$ cat src/rtl/mesi_isc_mbus_rr_arb.sv
// mesi_isc_mbus_rr_arb: round-robin arbiter sharing the mesi_isc main-bus command path
// between CPU masters, with a valid/ready downstream handshake, 1-cycle ack and grant watchdog.
module mesi_isc_mbus_rr_arb #(
    parameter int N_MASTERS  = 4,
    parameter int ADDR_WIDTH = 32,
    parameter int CMD_WIDTH  = 3,
    parameter int TIMEOUT    = 255
) (
    input  logic                            clk,
    input  logic                            rst,
    input  logic [N_MASTERS*CMD_WIDTH-1:0]  mbus_cmd_i,
    input  logic [N_MASTERS*ADDR_WIDTH-1:0] mbus_addr_i,
    output logic [N_MASTERS-1:0]            mbus_ack_o,
    output logic                            arb_valid_o,
    input  logic                            arb_ready_i,
    output logic [CMD_WIDTH-1:0]            arb_cmd_o,
    output logic [ADDR_WIDTH-1:0]           arb_addr_o,
    output logic [$clog2(N_MASTERS)-1:0]    arb_id_o,
    output logic                            timeout_o
);
    localparam int IW = $clog2(N_MASTERS);
    localparam int WW = $clog2(TIMEOUT + 1);
    localparam logic [1:0] IDLE = 2'd0, GRANT = 2'd1, ACK = 2'd2, RELEASE = 2'd3;

    logic [1:0]           state;
    logic [IW-1:0]        rr_ptr;
    logic [WW-1:0]        wdog;
    logic [N_MASTERS-1:0] pend;
    logic [IW-1:0]        win;
    logic                 any;

    // Scan from the farthest offset down so the nearest pending master after rr_ptr wins.
    always_comb begin
        win = '0;
        any = 1'b0;
        for (int k = 0; k < N_MASTERS; k++)
            pend[k] = mbus_cmd_i[k*CMD_WIDTH +: CMD_WIDTH] != '0;
        for (int i = N_MASTERS; i >= 1; i--)
            if (pend[(int'(rr_ptr) + i) % N_MASTERS]) begin
                win = IW'((int'(rr_ptr) + i) % N_MASTERS);
                any = 1'b1;
            end
    end

    always_ff @(posedge clk or negedge rst) begin
        if (!rst) begin
            state       <= IDLE;
            rr_ptr      <= IW'(N_MASTERS - 1);
            wdog        <= '0;
            mbus_ack_o  <= '0;
            arb_valid_o <= 1'b0;
            arb_cmd_o   <= '0;
            arb_addr_o  <= '0;
            arb_id_o    <= '0;
            timeout_o   <= 1'b0;
        end else begin
            mbus_ack_o <= '0;
            timeout_o  <= 1'b0;
            case (state)
                IDLE: if (any) begin
                    state       <= GRANT;
                    arb_valid_o <= 1'b1;
                    arb_cmd_o   <= mbus_cmd_i[win*CMD_WIDTH +: CMD_WIDTH];
                    arb_addr_o  <= mbus_addr_i[win*ADDR_WIDTH +: ADDR_WIDTH];
                    arb_id_o    <= win;
                    wdog        <= '0;
                end
                GRANT: if (arb_ready_i) begin
                    state       <= ACK;
                    arb_valid_o <= 1'b0;
                    mbus_ack_o  <= N_MASTERS'(1) << arb_id_o;
                    rr_ptr      <= arb_id_o;
                end else if (wdog == WW'(TIMEOUT - 1)) begin
                    state       <= IDLE;
                    arb_valid_o <= 1'b0;
                    timeout_o   <= 1'b1;
                    rr_ptr      <= arb_id_o;
                end else begin
                    wdog <= wdog + 1'b1;
                end
                ACK: state <= RELEASE;
                // Hold off all grants until the winner withdraws its stale command.
                RELEASE: if (mbus_cmd_i[arb_id_o*CMD_WIDTH +: CMD_WIDTH] == '0) state <= IDLE;
                default: state <= IDLE;
            endcase
        end
    end
endmodule

$ cat config.mk
export PLATFORM = sky130hd
export DESIGN_NAME = mesi_isc_mbus_rr_arb
export DESIGN_NICKNAME = d
export VERILOG_FILES = /design/src/rtl/mesi_isc_mbus_rr_arb.sv
export SDC_FILE = /design/constraint.sdc
export NUM_CORES = 1
export LEC_CHECK = 0
export ABC_AREA = 1
export BUFFER_PORTS_ARGS = -buffer_cell sky130_fd_sc_hd__buf_2
export CAP_MARGIN = 0
export CORE_MARGIN = 2
export CORE_UTILIZATION = 43
export DETAILED_ROUTE_END_ITERATION = 8
export GPL_TIMING_DRIVEN = 0
export PLACE_DENSITY = 0.78
export SYNTH_ARGS = -nofsm -noshare
export SYNTH_HDL_FRONTEND = slang
export SYNTH_SLANG_ARGS = --single-unit
$ cat constraint.sdc
create_clock -name clk -period 1.9 [get_ports clk]
set_input_delay 0.38 -clock clk [delete_from_list [all_inputs] [get_ports clk]]
set_output_delay 0.38 -clock clk [all_outputs]
set_load 0.05 [all_outputs]
==> impl_metrics.env <==
export IMPL_hpwl_um=9670
export IMPL_wl_per_cell_um=15.8
export IMPL_die_w_um=99.9
export IMPL_ios=186
export IMPL_yosysUniqueCellTypes=32
export IMPL_grt_overflow=0
export IMPL_fin_nets=962
export IMPL_synth_area_top_cells="dfrtp_1 (34%), nand2_1 (18%), nand3_1 (14%)"
export IMPL_max_cap_viol_count=0
export IMPL_syn_num_nets=738
export IMPL_finalWorstSetupSlack_ps=-320
export IMPL_maxSlewViolCount=0
export IMPL_ys_seq_area_share_pct=34.9
export IMPL_fin_skew_ps=5.01
export IMPL_p_leak_nw=3.49
export IMPL_finalHoldViolCount=0
export IMPL_vias=4892
export IMPL_worst_pin_slew_ps=728
export IMPL_drcViolationCount=0
export IMPL_coreArea_mm2=0.00881
export IMPL_first_global_vias=4888
export IMPL_critPathCaptureType="register"
export IMPL_insertion_delay_ps=330
export IMPL_numCtsBuffers=5
export IMPL_area_growth_synth_to_final_pct=52.8
export IMPL_netlist_area_leader_share_pct=33.6
export IMPL_syn_area_mm2=0.00395
export IMPL_gr_usage_all_layers_pct=27.6
export IMPL_placed_area_mm2=0.00502
export IMPL_rows=34
export IMPL_avgSynthCellArea_um2=6.67
export IMPL_status="finished with violations"
export IMPL_min_delay_path_class="in2async"
export IMPL_r2r_start="rr_ptr[0]"
export IMPL_path_max_fanout=6
export IMPL_start_util_pct=44.9
export IMPL_cts_buffer_depth=2
export IMPL_cts_htree_levels=2
export IMPL_drive_gt1_share_pct=40.6
export IMPL_clock_sinks=55
export IMPL_die_area_mm2=0.00998
export IMPL_endpoint="arb_addr_o[28]"
export IMPL_fin_crit_ps=2220
export IMPL_ff2ff_path_depth=16
export IMPL_die_height_um=99.9
export IMPL_design_area_mm2=0.00604
export IMPL_r2r_slack_ps=-320
export IMPL_slew_headroom_pct=51.4
export IMPL_ir_worst_vdd_mv=1.06
export IMPL_setup_viol=46
export IMPL_cts_tree="yes"
export IMPL_grt_max_degree=56
export IMPL_finalSetupTns_ps=-10250
export IMPL_synth_seq_cells=55
export IMPL_cts_root_buf="clkbuf_8"
export IMPL_p_per_area_mw_per_mm2=2130
export IMPL_rr_endpoint="arb_addr_o[28]"
export IMPL_antenna_found_initial=0
export IMPL_grt_first_pass_wirelength_um=22300
export IMPL_antenna_cells=0
export IMPL_first_pass_iters=5
export IMPL_netlist_instances=593
export IMPL_clk_pin_slew_ps=110
export IMPL_rsz0062_at_grt="yes"
export IMPL_viasPerCell=5.28
export IMPL_crit_start="rr_ptr[0]"
export IMPL_portBuffers=185
export IMPL_worstPathArrival_ps=2450
export IMPL_globalplace_congestion=0.908
export IMPL_max_freq_mhz=450
export IMPL_path_class="reg2reg"
export IMPL_drt_iter0_drc=281
export IMPL_yosysTopAreaCell="dfrtp_1"
export IMPL_antenna_left=0
export IMPL_violations="negative setup slack"
export IMPL_finalCritPeriodShare_pct=117
export IMPL_start_kind="register"
export IMPL_yosys_warnings=0
export IMPL_critPathRequiredTime_ps=2130
export IMPL_postRouteWirelength_um=14700
-- cells in the final DEF (no fill, tap or decap), types with 11 or more instances in the layout --
cell,n
buf_4,20
nand2_1,163
buf_2,186
nand3_1,93
buf_6,18
nor2_1,11
or2_1,23
inv_1,107
dfrtp_1,53
nand2_2,16
buf_8,11
nand3_2,20
o211ai_1,14
-- cell usage after synthesis, drive strengths merged --
cell type	n
xor2	3
buf	26
dfstp	2
inv	113
nand4	2
o41ai	1
nor3	6
o21ai	7
o31ai	6
dfrtp	53
xnor2	1
o211ai	23
ha	2
or2	23
a21oi	3
a211oi	2
clkbuf	3
nand3	115
nand2	189
nor2	13
-- state kept, by name, summed over array words and instances, names as in the netlist, named ones only --
signal,count
arb_valid_o,1
arb_id_o,2
mbus_ack_o,4
arb_cmd_o,3
wdog,8
rr_ptr,2
arb_addr_o,32
timeout_o,1
state,1
-- report_power, final --
part           internal, W  switching (W)
logic              0.00378        0.00603
clock network     0.000536       0.000445
registers          0.00169       0.000382
-- layer usage --
metal,global-route usage (%),wire length [um]
met3,3.48,817
met1,35.5,6050
met4,9.27,483
met2,48.2,7310
met5,0,0
-- how the worst min path moves through the flow --
stage | startpoint | end | slack [ps]
after floorplan | rst | async pin | 80
after global placement | arb_addr_o[5] | arb_addr_o[5] | 460
after detailed placement | arb_addr_o[28] | arb_addr_o[28] | 470
after CTS | arb_ready_i | timeout_o | 250
after global routing | rst | arb_addr_o[9] | 150
final | rst | arb_addr_o[9] | 90
-- what timing repair did --
action | 4_1_cts | 5_1_grt
hold buffers | 0 | 0
gates resized for setup | 84 | 59
pin swaps | 12 | 22
gates cloned | 8 | 3
endpoints found under the setup margin | 46 | 46
buffers inserted | 15 | 7
-- worst max-delay path: stages (launching register included) --
cell     delay, ps
dfstp_2        570
buf_8          150
inv_8           50
nand3_2        100
nand3_2        120
nand2_2        120
inv_4           50
nand2_4        100
nand3_4        130
nand2_8        120
buf_4          130
buf_6          110
nand2_1         70
nand3_1        110
nand2_1         70
nand2_1         60
nand2_1         50
-- metrics by stage --
stage / worst slack (ps) / hold slack (ps) / std cells / total power, W / utilization (%)
final: -320 / 85.6 / 926 / 0.0129 / 68.6
after global routing: -387 / 151 / 926 / 0.0137 / 68.6
after CTS: -206 / 250 / 917 / 0.0115 / 64.5
after detailed placement: -353 / 466 / 886 / 0.00922 / 57.0
after global placement: -305 / 462 / 886 / 0.00906 / 57.0
after floorplan: -2.73 / 84.4 / 593 / 0.00741 / -
-- kinds of logic after synthesis --
family	share of synthesized area, %
compound gates	8.80
xor+xnor	0.887
fa+ha+maj	0.633
flops	34.9
buf+inv	15.3
simple gates	39.5
-- cell type report --
| cell class | instances | area, um^2 |
|---|---|---|
| plain buffers | 29 | 338 |
| clock buffers | 5 | 68.8 |
| clock inverters | 3 | 71.3 |
| fillers | 717 | 2770 |
| inverters | 113 | 444 |
| multi-input cells | 397 | 2290 |
| flip-flops and latches | 55 | 1380 |
| well taps | 108 | 135 |
| repair buffers | 216 | 1320 |
Power figures use the tool's default switching activity.
